$ cat src/rtl/axis_decim_avg.sv
// rtl/axis_decim_avg.sv - decimating boxcar accumulator on an AXI-Stream sample path
// Sums DECIM signed beats, then rounds half-up, shifts and saturates to one DW-bit output beat.
module axis_decim_avg #(
  parameter int DW    = 24,
  parameter int DECIM = 4,
  parameter int SHIFT = 2
) (
  input  logic          clk,
  input  logic          rst,
  input  logic [DW-1:0] s_axis_tdata,
  input  logic          s_axis_tvalid,
  output logic          s_axis_tready,
  output logic [DW-1:0] m_axis_tdata,
  output logic          m_axis_tvalid,
  input  logic          m_axis_tready,
  output logic          sat,
  input  logic          sat_clr
);

  localparam int LD       = $clog2(DECIM);
  localparam int CW       = (LD > 0) ? LD : 1;
  localparam int AW       = DW + LD + 1;
  localparam int SHIFT_M1 = (SHIFT > 0) ? SHIFT - 1 : 0;

  localparam logic [CW-1:0]        CNT_LAST = CW'(DECIM - 1);
  localparam logic signed [AW-1:0] BIAS     = (SHIFT > 0) ? AW'(1 << SHIFT_M1) : '0;
  localparam logic signed [AW-1:0] MAXV     = {{(AW-DW+1){1'b0}}, {(DW-1){1'b1}}};
  localparam logic signed [AW-1:0] MINV     = {{(AW-DW+1){1'b1}}, {(DW-1){1'b0}}};

  logic signed [AW-1:0] acc;
  logic signed [AW-1:0] sample_ext;
  logic signed [AW-1:0] sum;
  logic signed [AW-1:0] biased;
  logic signed [AW-1:0] rnd;
  logic [CW-1:0]        cnt;
  logic [DW-1:0]        out_next;
  logic                 clip;
  logic                 last_beat;
  logic                 accept;
  logic                 close;
  logic                 out_take;

  assign last_beat = (cnt == CNT_LAST);

  // Only the group-closing beat needs the output register, so only it waits on downstream.
  assign s_axis_tready = !last_beat || !m_axis_tvalid || m_axis_tready;

  assign accept   = s_axis_tvalid && s_axis_tready;
  assign close    = accept && last_beat;
  assign out_take = m_axis_tvalid && m_axis_tready;

  assign sample_ext = {{(AW-DW){s_axis_tdata[DW-1]}}, s_axis_tdata};
  assign sum        = acc + sample_ext;
  assign biased     = sum + BIAS;
  assign rnd        = biased >>> SHIFT;

  always_comb begin
    out_next = rnd[DW-1:0];
    clip     = 1'b0;
    if (rnd > MAXV) begin
      out_next = MAXV[DW-1:0];
      clip     = 1'b1;
    end else if (rnd < MINV) begin
      out_next = MINV[DW-1:0];
      clip     = 1'b1;
    end
  end

  always_ff @(posedge clk) begin
    if (rst) begin
      acc <= '0;
      cnt <= '0;
    end else if (accept) begin
      if (last_beat) begin
        acc <= '0;
        cnt <= '0;
      end else begin
        acc <= sum;
        cnt <= cnt + CW'(1);
      end
    end
  end

  // A closing group reloads the output even while the previous sample is being taken.
  always_ff @(posedge clk) begin
    if (rst) begin
      m_axis_tdata  <= '0;
      m_axis_tvalid <= 1'b0;
    end else if (close) begin
      m_axis_tdata  <= out_next;
      m_axis_tvalid <= 1'b1;
    end else if (out_take) begin
      m_axis_tvalid <= 1'b0;
    end
  end

  always_ff @(posedge clk) begin
    if (rst) begin
      sat <= 1'b0;
    end else if (close && clip) begin
      sat <= 1'b1;
    end else if (sat_clr) begin
      sat <= 1'b0;
    end
  end

endmodule

$ cat config.mk
export PLATFORM = sky130hd
export DESIGN_NAME = axis_decim_avg
export DESIGN_NICKNAME = d
export VERILOG_FILES = /design/src/rtl/axis_decim_avg.sv
export SDC_FILE = /design/constraint.sdc
export NUM_CORES = 1
export LEC_CHECK = 0
export BUFFER_PORTS_ARGS = -buffer_cell sky130_fd_sc_hd__buf_2
export CAP_MARGIN = 5
export CORE_UTILIZATION = 45
export DETAILED_ROUTE_END_ITERATION = 8
export SKIP_LAST_GASP = 1
export SYNTH_ARGS = -nofsm -noshare
export SYNTH_HDL_FRONTEND = slang
export SYNTH_SLANG_ARGS = --single-unit
$ cat constraint.sdc
create_clock -name clk -period 4.6 [get_ports clk]
set_input_delay 0.23 -clock clk [delete_from_list [all_inputs] [get_ports clk]]
set_output_delay 0.23 -clock clk [all_outputs]
set_load 0.02 [all_outputs]
# Word-level counts from Yosys, hierarchy flattened
# Cells that the tools add are included.
# op_classes
order_cmp	2
n_addsub	3
n_reduce_logical	10
n_mux	10
eq_ne	1
# ops
op	count
24-bit 2-to-1 mux	2
27-bit by 24-bit adder with 27-bit output	1
27-bit by 3-bit adder with 27-bit output, second input constant	1
27-bit 2-to-1 mux	1
25-bit by 24-bit > comparator with 1-bit output, second input constant	1
25-bit by 24-bit less-than comparator with 1-bit output, second input constant	1
1-bit 2-to-1 mux	6
1-bit logical AND	4
2-bit nonzero test	2
2-bit by 1-bit adder with 2-bit output, second input constant	1
2-bit == test, second input constant	1
1-bit zero test	2
1-bit logical OR	2
2-bit 2-to-1 mux	1
# totals
regBits	55
in_bits	29
output_inout_bits	27
elab_cells	31

# Depth between registers and ports, before layout
# Gate-level depths: netlist of the first run.
# depth
ltp_word	8
ltp_mapped	16
depth_no_buf	12

# Worst setup path after synthesis of the first run
# Ideal clock, no wire load.
# synth_timing
kind	flip-flop to flip-flop
start	register acc[0]
end	register m_axis_tdata[10]
t_required_ps	4519
t_arrival_ps	3858
n_path_buf	3
setup_ps	81
stages_incl_launch_ff	16
period_less_slack_ps	3939
slack_ps	661
cell_sequence	dfxtp_1 > ha_1 > fa_1 > a21o_1 > a221oi_2 > o21a_1 > xnor2_1 > or4b_4 > or4b_1 > buf_2 > nor4_4 > xor2_1 > buf_4 > buf_6 > o22ai_1 > a211oi_2
# synth_between
elab_chain_cells	5
# synth_lines
item	line	rtl
from (decl)	30	logic signed [AW-1:0] acc;
from (signal assigned)	78	acc <= sum;
27-bit by 24-bit adder with 27-bit output *	53	assign sum = acc + sample_ext;
27-bit by 3-bit adder with 27-bit output *	54	assign biased = sum + BIAS;
25-bit by 24-bit less-than comparator with 1-bit output	63	end else if (rnd < MINV) begin
24-bit 2-to-1 mux	63	
24-bit 2-to-1 mux *	60	if (rnd > MAXV) begin
to (signal assigned)	90	m_axis_tdata <= out_next;
to (decl)	13	output logic [DW-1:0] m_axis_tdata,
# Mark *: on every way between the ends. The rest lies on a longest branch, timed or not.
# A chain may end at the register's enable or synchronous reset.

# Worst setup path in the final report of the first run
# layout_timing
start	register acc[0]
end	register sat
# layout_between
elab_chain_cells	7
# layout_lines
item	line	rtl
27-bit by 24-bit adder with 27-bit output *	53	
27-bit by 3-bit adder with 27-bit output *	54	
25-bit by 24-bit less-than comparator with 1-bit output	63	
1-bit 2-to-1 mux	63	
1-bit 2-to-1 mux *	60	
1-bit logical AND *	100	end else if (close && clip) begin
1-bit 2-to-1 mux or 2-bit nonzero test (tied branches)	n/a	
to (signal assigned)	99	sat <= 1'b0;
to (signal assigned)	101	sat <= 1'b1;
to (signal assigned)	103	sat <= 1'b0;
to (decl)	16	output logic sat,
# Marks and branches as above.

==> metrics.md, run 1 <==
| Metric | Value |
|---|---|
| Tmin final | 4.32 ns |
| Clock Pin Slew Worst Setup and Hold Paths | 0.11 ns |
| Max Clk Rate | 0.232 GHz |
| Mapped Nets | 633 |
| Clock Skews | 0.0101 ns |
| Crit-path slowest cell | or4b_1 |
| CTS buffer count | 5 |
| Vias in the first global route | 4,260 |
| DR DRC count | 0 |
| GRT Overall Usage | 25.1% |
| DR iter-0 viols | 242 |
| CTS tree | built |
| Top_reg_cell synth | dfxtp_1 |
| RSZ-0062 raised after global routing | no |
| Worst EP required | 4.84 ns |
| Boundary Pins | 56 |
| Post-cts hold buffer count | 0 |
| # port buffers | 55 |
| Via/cell ratio | 6.06 |
| Post-CTS setup repair buffer count | 0 |
| Setup TNS | 0 ns |
| HP Class | input port to flip-flop |
| CP Capture Type | flip-flop |
| Top sig layer | met4 |
| Maximum VDD drop | 0.131 mV |
| DP HPWL | 9.75 mm |
| PD cells | 337 mW/mm2 |
| Drt pass-1 iters | 5 |
| H-Tree Depth | 2 |
| Post-synth cell types | 76 |
| Non-filler cells, final | 752 |
| WL/cell | 17.1 um |
| Status | finished, final reports clean |
| Register area share after synthesis | 24.0% |
| Area Growth Syn to Fin | 11.9% |
| Diodes inserted | 0 |
| Normalized max-slew margin | 56.2% |
| Vias | 4,558 |
| Antenna violations before repair | 0 |
| Lkg Pwr | 0.00207 uW |
| Setup Viol. Count Final | 0 |
| Worst-case clock buffer depth | 2 |
| Chip width | 103 um |
| Post-Route WL | 12.9 mm |
| Post-synth EDFFs | 0 |
| CP delay by family, top | simple AND/OR/NAND/NOR gates |
| Die Footprint | 0.0106 mm2 |
| Gates resized, CTS repair | 0 |
| Final period utilization | 93.9% |
| Worst-Skew Late Latency | 0.33 ns |
| Grt total ovfl | 0 |
| Layout cell share with drive strength beyond 1 | 20.2% |
| Cells after Synth | 575 |
| Mean Syn Cell Area | 7.97 um2 |
| Routability Congestion | 0.887 |
| Worst EP arrival | 4.56 ns |
| Wl on met1 | 6.05 mm |
| Synthesized area | 0.00458 mm2 |
| Met3 WL post-DR | 537 um |
| Row Count | 36 |
| CP max FO | 49 |
| Initial Util | 46.7% |
| Worst slew pin tran | 0.640 ns |
| Startpoint types | flip-flop |
| Worst path bufs/invs | 1 |
| Number of synthesized register bits | 55 |
| Nets | 676 |
| Die Ht | 103 um |
| CP Cell Sequence | ha_1, fa_1, a21o_1, a221oi_2, o21a_1, xnor2_1, or4b_4, or4b_1, nor4_4, xor2_4, buf_12, or4b_1, o311ai_1 |
| Cell mode on critical path | or4b_1 |
| Critical path class | flip-flop to flip-flop |
| Fin. Hold Viols | 0 |
| Root buf cell | clkbuf_8 |
| Core Area | 0.00982 mm2 |
| Max cap viols | 0 |
| Max incr delay on CP | 0.63 ns |
| Final Max Tran Viols | 0 |
| Wire length on met2 | 6.05 mm |
| Largest net degree at the start of global routing | 50 |
| Asr flop ratio synth | 0% |
| Cells after DPL | 744 |
| Clock Sink Count | 55 |
| Antenna-violating nets left | 0 |
| Global-route wire length before repair | 21.0 mm |
| Ys Warns | 0 |
## area by class of cell
| class | count | area [um2] |
|---|---|---|
| fillers | 983 | 4690 |
| multi-input cells | 473 | 3300 |
| flip-flops and latches | 55 | 1100 |
| repair buffers | 76 | 445 |
| well taps | 133 | 166 |
| clock buffers | 5 | 68.8 |
| inverters | 7 | 26.3 |
| clock inverters | 3 | 22.5 |
## Yosys cell counts, drive strengths merged, types with 2 or more instances
cell type  count  area (um2)
buf           13        80.1
a21o           6        45.0
ha            28         350
a22oi         22         165
and4           6        52.6
xnor2         20         175
nor2          73         274
a211oi        29         323
a211o          4        35.0
or2            5        31.3
o22ai         23         144
nor4           8        71.3
o21ai         17        96.3
inv            7        26.3
a21oi         54         278
and2           8        50.1
nor4b          2        17.5
or4b           3        33.8
nand3         15        75.1
o2111ai        3        26.3
o21a           4        30.0
o221ai         2        17.5
a221o          2        20.0
nand2b         3        18.8
a31oi          4        25.0
o211ai         6        63.8
and3           8        50.1
a22o           2        17.5
clkbuf        27         104
o211a          3        30.0
or3            4        25.0
a2111oi        4        42.5
o311ai         3        26.3
nor3b          3        22.5
dfxtp         55        1100
o21bai         3        26.3
nand4          9        62.6
nor3          14        70.1
xor2          17         149
a221oi         3        32.5
nor2b          2        12.5
nand2         35         131
## power by group
| group | internal, uW | leakage, uW | switching (uW) |
|---|---|---|---|
| registers | 510 | 0.000449 | 18.8 |
| logic | 352 | 0.00157 | 551 |
| clock network | 110 | 0.0000485 | 186 |
| total | 971 | 0.00207 | 756 |
## worst paths after layout
kind / from / to / slack (ns) / cells past startpoint
max: acc[0]$_SDFFE_PP0P_ / sat$_SDFFE_PP0P_ / 0.28 / 13
min: sat_clr / sat$_SDFFE_PP0P_ / 0.12 / 2
max reg2reg: acc[0]$_SDFFE_PP0P_ / sat$_SDFFE_PP0P_ / 0.28 / 13
min reg2reg: m_axis_tdata[23]$_SDFFE_PP0P_ / m_axis_tdata[23]$_SDFFE_PP0P_ / 0.47 / 2
## logic make-up (layout without fill, tap and decap cells)
kind of cell | Yosys count | after routing | share of synthesized area (%)
buf+inv | 47 | 91 | 4.59
fa+ha+maj | 29 | 29 | 8.08
compound gates | 203 | 203 | 33.3
flops | 55 | 55 | 24.0
simple gates | 203 | 203 | 22.7
mux | 1 | 1 | 0.218
xor+xnor | 37 | 37 | 7.07
## placed cells by master (no fill, tap or decap), types with 11 or more instances in the layout
master	count
nor2_1	73
dfxtp_1	55
buf_2	55
a21oi_1	52
nand2_1	35
ha_1	28
o22ai_1	23
a22oi_1	22
a211oi_2	21
xnor2_1	20
buf_4	20
xor2_1	16
nand3_1	15
nor3_1	14
o21ai_0	11
## through the flow
stage	total power [uW]	worst slack (ns)	instance area (um2)	util, %	hold WS, ns
finish	1730	0.282	5130	52.2	0.118
global route	1840	0.0565	5130	52.2	0.121
CTS	1730	0.291	5130	52.2	0.120
detailed placement	1430	0.288	5040	51.3	0.458
global placement	1420	0.329	5040	51.3	0.444
floorplan	1200	0.661	4580	-	0.367
## registers in the layout, summed over array words and instances, names as in the netlist
register,count
m_axis_tvalid,1
sat,1
m_axis_tdata,24
cnt,2
acc,27
## layer usage
metal  global-route usage (%)  vias up
li1                         -     2267
met5                        0        -
met1                     33.7     2164
met3                     3.12       20
met2                     42.4      107
met4                     6.72        0
Note: power is estimated with default switching activity, not from simulation.
==> inputs of run 2 (changes only) <==
--- a/config.mk
+++ b/config.mk
@@ -9,6 +9,8 @@
 export CAP_MARGIN = 5
 export CORE_UTILIZATION = 45
 export DETAILED_ROUTE_END_ITERATION = 8
+export GPL_TIMING_DRIVEN = 1
+export RECOVER_POWER = 50
 export SKIP_LAST_GASP = 1
 export SYNTH_ARGS = -nofsm -noshare
 export SYNTH_HDL_FRONTEND = slang
==> run 2 against run 1 <==
  * Combinational power barely moved
  * Register-to-register slack barely moved
  * Flip-flop and latch count did not move
  * Highest routed layer unchanged
  * Via count rose by 0.24%
  * Critical path type unchanged
  * Cell area fell by 0.93%
  * Critical path depth did not move
  * Routed wire length barely moved
  * Clock skew fell by 0.00052 ns
  * Hold slack barely moved
  * Clock-buffer cell count did not move
  * Largest cell class unchanged
  * Global-route usage did not move
==> metrics.md, run 2 (synthesis gave the netlist of run 1 again) <==
| Metric | Value |
|---|---|
| DP HPWL | 9.75 mm |
| Max incr delay on CP | 0.63 ns |
| Status | finished, final reports clean |
| Lkg Pwr | 0.00194 uW |
| Setup Viol. Count Final | 0 |
| Max Clk Rate | 0.232 GHz |
| Reg-to-Reg Start | acc[0]$_SDFFE_PP0P_ |
| Post-CTS setup repair buffer count | 0 |
| Leading cell type in the layout, fill and taps excluded | nor2_1 |
| Worst path bufs/invs | 1 |
| CP Cell Sequence | ha_1, fa_1, a21o_1, a221oi_2, o21a_1, xnor2_1, or4b_4, or4b_1, nor4_4, xor2_4, buf_12, or4b_1, o311ai_1 |
| Boundary Pins | 56 |
| Fin. Hold Viols | 0 |
| Normalized max-slew margin | 15.9% |
| Worst-case clock buffer depth | 2 |
| Crit-path slowest cell | or4b_1 |
| Die Footprint | 0.0106 mm2 |
| Cells after DPL | 744 |
| Gates resized, CTS repair | 0 |
| # port buffers | 55 |
| Area Growth Syn to Fin | 10.8% |
| Maximum VDD drop | 0.131 mV |
| CP Capture Type | flip-flop |
| Vias | 4,569 |
| Diodes inserted | 0 |
| DR iter-0 viols | 193 |
| FF-to-FF setup slack | 0.29 ns |
| RSZ-0062 raised after global routing | no |
| Layout fillers | 996 |
| Clock Skews | 0.00961 ns |
| Register area | 0.00110 mm2 |
| Largest net degree at the start of global routing | 50 |
| Antenna violations before repair | 0 |
| CP max FO | 49 |
| Wl on met1 | 6.09 mm |
| Startpoint types | flip-flop |
| Biggest regs | acc: 27 flops, m_axis_tdata: 24 flops, cnt: 2 flops |
| Final Max Tran Viols | 0 |
| Dpl cell area | 0.00504 mm2 |
| CTS buffer count | 5 |
| Worst slew pin tran | 1.26 ns |
| Clock Sink Count | 55 |
| Critical path class | flip-flop to flip-flop |
| DR DRC count | 0 |
| WL/cell | 17.1 um |
| Initial Util | 46.7% |
| HP Class | input port to flip-flop |
| Setup TNS | 0 ns |
| Worst EP arrival | 4.55 ns |
| H-Tree Depth | 2 |
| Tmin final | 4.31 ns |
| Number of flip-flops under the largest register name | 27 |
| Routability Congestion | 0.887 |
| Global-route wire length before repair | 21.0 mm |
| Cell mode on critical path | or4b_1 |
| Chip width | 103 um |
| Die Ht | 103 um |
| Design Area, Final | 0.00508 mm2 |
| Most frequent cells in the layout | 73 x nor2_1, 55 x dfxtp_1, 52 x a21oi_1, 35 x nand2_1, 30 x clkbuf_1 |
| Total power | 1720 uW |
| Top reg by flops | acc |
| Non-filler cells, final | 752 |
| Antenna-violating nets left | 0 |
| Row Count | 36 |
| Max cap viols | 0 |
| Post-cts hold buffer count | 0 |
| Layout cell share with drive strength beyond 1 | 15.3% |
| Clock Pin Slew Worst Setup and Hold Paths | 0.11 ns |
| Met3 WL post-DR | 534 um |
| Drt pass-1 iters | 4 |
| Top sig layer | met4 |
| Grt total ovfl | 0 |
| Worst-Skew Late Latency | 0.33 ns |
| Core Area | 0.00982 mm2 |
| CP startpoint | acc[0]$_SDFFE_PP0P_ |
| Multi-input gate area | 0.00330 mm2 |
| Final period utilization | 93.7% |
| Worst EP required | 4.84 ns |
| GRT Overall Usage | 25.1% |
| Hold_sp | sat_clr |
| Nets | 676 |
| PD cells | 339 mW/mm2 |
| Vias in the first global route | 4,260 |
| CP delay by family, top | simple AND/OR/NAND/NOR gates |
| Wire length on met2 | 6.02 mm |
| Via/cell ratio | 6.08 |
| CTS tree | built |
| Post-Route WL | 12.9 mm |
| Root buf cell | clkbuf_8 |
run 2: path summary, 6_finish.rpt:
kind	to	cells after the start
hold / removal	sat$_SDFFE_PP0P_	2
setup / recovery	sat$_SDFFE_PP0P_	13
setup reg to reg	sat$_SDFFE_PP0P_	13
hold reg to reg	cnt[1]$_SDFFE_PP0P_	2
run 2: power by group:
| group | internal [uW] | switching [uW] |
|---|---|---|
| Clock | 110 | 185 |
| Sequential | 510 | 19.0 |
| Combinational | 350 | 550 |
| Total | 970 | 754 |
run 2: layout make-up:
type	instances	share of cell area, %
Tap cell	133	3.28
Multi-Input combinational cell	473	64.9
Clock buffer	5	1.35
Timing Repair Buffer	76	7.83
Clock inverter	3	0.443
Sequential cell	55	21.7
Inverter	7	0.517
run 2: per-layer routing:
metal  vias to the layer above  global-route usage, %
li1                       2268                      -
met1                      2184                   33.7
met2                       101                   42.4
met3                        16                   3.12
met4                         0                   6.72
met5                         -                      0
run 2: stage by stage:
stage	util, %	setup WS [ns]	hold slack, ns
floorplan	-	0.661	0.367
global placement	51.3	0.329	0.444
detailed placement	51.3	0.288	0.458
CTS	52.2	0.291	0.120
global route	51.7	0.0565	0.121
finish	51.7	0.290	0.118
run 2: worst register-to-register path, delay by kind of cell (launching register included):
family	cells	cell delay, ns
simple gates	4	1.92
compound gates	4	0.88
fa+ha+maj	2	0.66
flops	1	0.34
xor+xnor	2	0.25
buf+inv	1	0.20
==> inputs of run 3 (changes only) <==
--- a/config.mk
+++ b/config.mk
@@ -5,12 +5,14 @@
 export SDC_FILE = /design/constraint.sdc
 export NUM_CORES = 1
 export LEC_CHECK = 0
+export ABC_AREA = 1
 export BUFFER_PORTS_ARGS = -buffer_cell sky130_fd_sc_hd__buf_2
 export CAP_MARGIN = 5
 export CORE_UTILIZATION = 45
 export DETAILED_ROUTE_END_ITERATION = 8
 export GPL_TIMING_DRIVEN = 1
 export RECOVER_POWER = 50
+export REMOVE_ABC_BUFFERS = 1
 export SKIP_LAST_GASP = 1
 export SYNTH_ARGS = -nofsm -noshare
 export SYNTH_HDL_FRONTEND = slang
==> run 3 against run 2 <==
  * Non-clock buffer count down 19
  * Synthesized area rose by 6.8%
  * Clock skew barely moved
  * Sequential power hardly changed
  * The run now ends with max-capacitance violations, max-slew violations left
  * Clock-buffer cell count unchanged
  * Die area increased by 6.6%
  * Hold slack gained 0.011 ns
  * Routed wire length increased by 14%
  * First-iteration DRC count is 69% higher
  * Cell area rose by 5.2%
==> metrics.md, run 3 <==
| Metric | Value |
|---|---|
| PD cells | 303 mW/mm2 |
| Multi-input gate area | 0.00327 mm2 |
| FF-to-FF setup slack | 1.18 ns |
| Worst setup path end | m_axis_tdata[21]$_SDFFE_PP0P_ |
| Post-CTS setup repair buffer count | 0 |
| HP Class | input port to flip-flop |
| Post-synth cell types | 34 |
| Antenna violations before repair | 0 |
| Number of synthesized register bits | 55 |
| Synth area leaders | nand2_1 28%, dfxtp_1 23%, inv_1 9.3%, ha_1 7.2%, a21oi_1 6.9% |
| Diodes inserted | 0 |
| Worst setup margin | 1.18 ns |
| Wl on met1 | 6.99 mm |
| Failing checks | max-capacitance violations, max-slew violations |
| Nets | 972 |
| Largest net degree at the start of global routing | 40 |
| RSZ-0062 raised after global routing | no |
| Synth top cells by count | 361 x nand2_1, 121 x inv_1, 67 x a21oi_1 |
| DR iter-0 viols | 326 |
| Register area | 0.00110 mm2 |
| Initial Util | 47.0% |
| Chip width | 106 um |
| Max incr delay on CP | 0.53 ns |
| Post-synth EDFFs | 0 |
| Top-area cell type share of the netlist area | 27.7% |
| Max Clk Rate | 0.293 GHz |
| Reg2reg end | m_axis_tdata[21]$_SDFFE_PP0P_ |
| Cell mode on critical path | nand2_1 |
| Fin. Hold Viols | 0 |
| Setup TNS | 0 ns |
| Worst-Skew Late Latency | 0.34 ns |
| # port buffers | 55 |
| Biggest regs | acc: 27 flops, m_axis_tdata: 24 flops, cnt: 2 flops |
| Worst-case clock buffer depth | 2 |
| Row Count | 37 |
| Gates resized, CTS repair | 0 |
| Drt pass-1 iters | 5 |
| Core Area | 0.0104 mm2 |
| Post-Route WL | 14.7 mm |
| Ys Warns | 0 |
| DP HPWL | 11.8 mm |
| Top reg by flops | acc |
| Normalized max-slew margin | -1.14% |
| DR DRC count | 0 |
| CP startpoint | acc[0]$_SDFFE_PP0P_ |
| Worst EP required | 4.81 ns |
| Status | finished, violations left |
| Reg2Reg Depth | 18 |
| WL/cell | 14.0 um |
| Via/cell ratio | 5.10 |
| WP depth | 18 |
| Synthesized area | 0.00489 mm2 |
| Setup Viol. Count Final | 0 |
| Area Growth Syn to Fin | 9.23% |
| Worst slew pin tran | 1.52 ns |
| Global-route wire length before repair | 24.2 mm |
| Tmin final | 3.42 ns |
| Layout fillers | 1,191 |
| Minimum setup slack after placement | 1.21 ns |
| Vias in the first global route | 5,040 |
| Boundary Pins | 56 |
| Wire length on met2 | 6.73 mm |
| Total power | 1620 uW |
| Grt total ovfl | 0 |
| Vias | 5,358 |
| Final period utilization | 74.3% |
| Routability Congestion | 0.934 |
| Number of flip-flops under the largest register name | 27 |
| Register area share after synthesis | 22.5% |
| GRT Overall Usage | 27.6% |
| Asr flop ratio synth | 0% |
| Die Footprint | 0.0113 mm2 |
| CP max FO | 14 |
| Post-cts hold buffer count | 0 |
| CP delay by family, top | simple AND/OR/NAND/NOR gates |
| Top-count cell post-synth | nand2_1 |
| Top sig layer | met4 |
| Lkg Pwr | 0.00286 uW |
| H-Tree Depth | 2 |
| Clock Skews | 0.00944 ns |
| CTS buffer count | 5 |
| Met3 WL post-DR | 606 um |
| Most frequent cells in the layout | 361 x nand2_1, 121 x inv_1, 67 x a21oi_1, 62 x nand3_1, 62 x nor2_1 |
| Maximum VDD drop | 0.148 mV |
| Reg-to-Reg Start | acc[0]$_SDFFE_PP0P_ |
| Hold_sp | sat_clr |
| Cells after Synth | 864 |
| CP Capture Type | flip-flop |
| Clock Pin Slew Worst Setup and Hold Paths | 0.11 ns |
| Worst path bufs/invs | 0 |
| Critical path class | flip-flop to flip-flop |
| Startpoint types | flip-flop |
| Die Ht | 106 um |
| Max cap viols | 2 |
| Leading cell type in the layout, fill and taps excluded | nand2_1 |
| Crit-path slowest cell | a21oi_2 |
| CP Cell Sequence | ha_1, fa_1, nand2_1, nand2_1, nand3_1, nand2_1, nand2_1, nand2_1, nand2_1, nand2_1, nor2_1, nand3_1, nor2_1, nand4_1, nand2_1, nand2_1, a21oi_2, a21oi_1 |
| Antenna-violating nets left | 0 |
| Clock Sink Count | 55 |
| CTS tree | built |
| Mean Syn Cell Area | 5.66 um2 |
| Root buf cell | clkbuf_8 |
| Layout cell share with drive strength beyond 1 | 6.99% |
| Worst EP arrival | 3.63 ns |
| Top_reg_cell synth | dfxtp_1 |
| Final Max Tran Viols | 28 |
| Synth area leader | nand2_1 |
run 3: worst min path at each step:
| stage | to | slack [ns] | depth (start not counted) |
|---|---|---|---|
| after floorplan | acc[0]$_SDFFE_PP0P_ | 0.30 | 1 |
| after global placement | sat$_SDFFE_PP0P_ | 0.45 | 2 |
| after detailed placement | m_axis_tdata[3]$_SDFFE_PP0P_ | 0.45 | 2 |
| after CTS | sat$_SDFFE_PP0P_ | 0.12 | 4 |
| after global routing | sat$_SDFFE_PP0P_ | 0.13 | 4 |
| final | sat$_SDFFE_PP0P_ | 0.13 | 4 |
run 3: worst reg2reg max path, cell delays in order, from the launching register on:
cell     delay (ns)
dfxtp_1        0.33
ha_1           0.23
fa_1           0.44
nand2_1        0.12
nand2_1        0.09
nand3_1        0.10
nand2_1        0.14
nand2_1        0.13
nand2_1        0.08
nand2_1        0.07
nand2_1        0.08
nor2_1         0.19
nand3_1        0.18
nor2_1         0.16
nand4_1        0.10
nand2_1        0.07
nand2_1        0.09
a21oi_2        0.53
a21oi_1        0.15
run 3: layout make-up:
class	count	area share [%]
timing repair buffer	57	4.66
clock buffer	5	1.29
tap	136	3.18
inverter	123	8.64
clock inverter	3	0.515
sequential	55	20.6
multi-input combinational	672	61.1
run 3: cell families after synthesis:
logic type / share of synthesized area [%]
compound gates: 9.82
xor+xnor: 3.55
simple gates: 45.8
buf+inv: 10.7
fa+ha+maj: 7.57
flops: 22.5
run 3: routing by layer:
layer | global-route usage [%] | vias up
met4 | 10.6 | 0
met3 | 3.86 | 25
met2 | 46.4 | 129
met5 | 0 | -
met1 | 35.5 | 2403
li1 | - | 2801
run 3: power breakdown:
group / total (uW) / internal (uW) / switching, uW
logic: 791 / 238 / 553
registers: 529 / 510 / 18.7
clock network: 299 / 112 / 187
run 3: metrics by stage:
step	instances	instance area, um2	hold WS (ns)	util, %
4_1_cts	1051	5390	0.118	51.7
3_5_place_dp	1043	5290	0.453	50.8
3_3_place_gp	1043	5290	0.450	50.8
2_1_floorplan	850	4830	0.299	-
5_1_grt	1051	5350	0.126	51.3
6_report	1051	5350	0.129	51.3
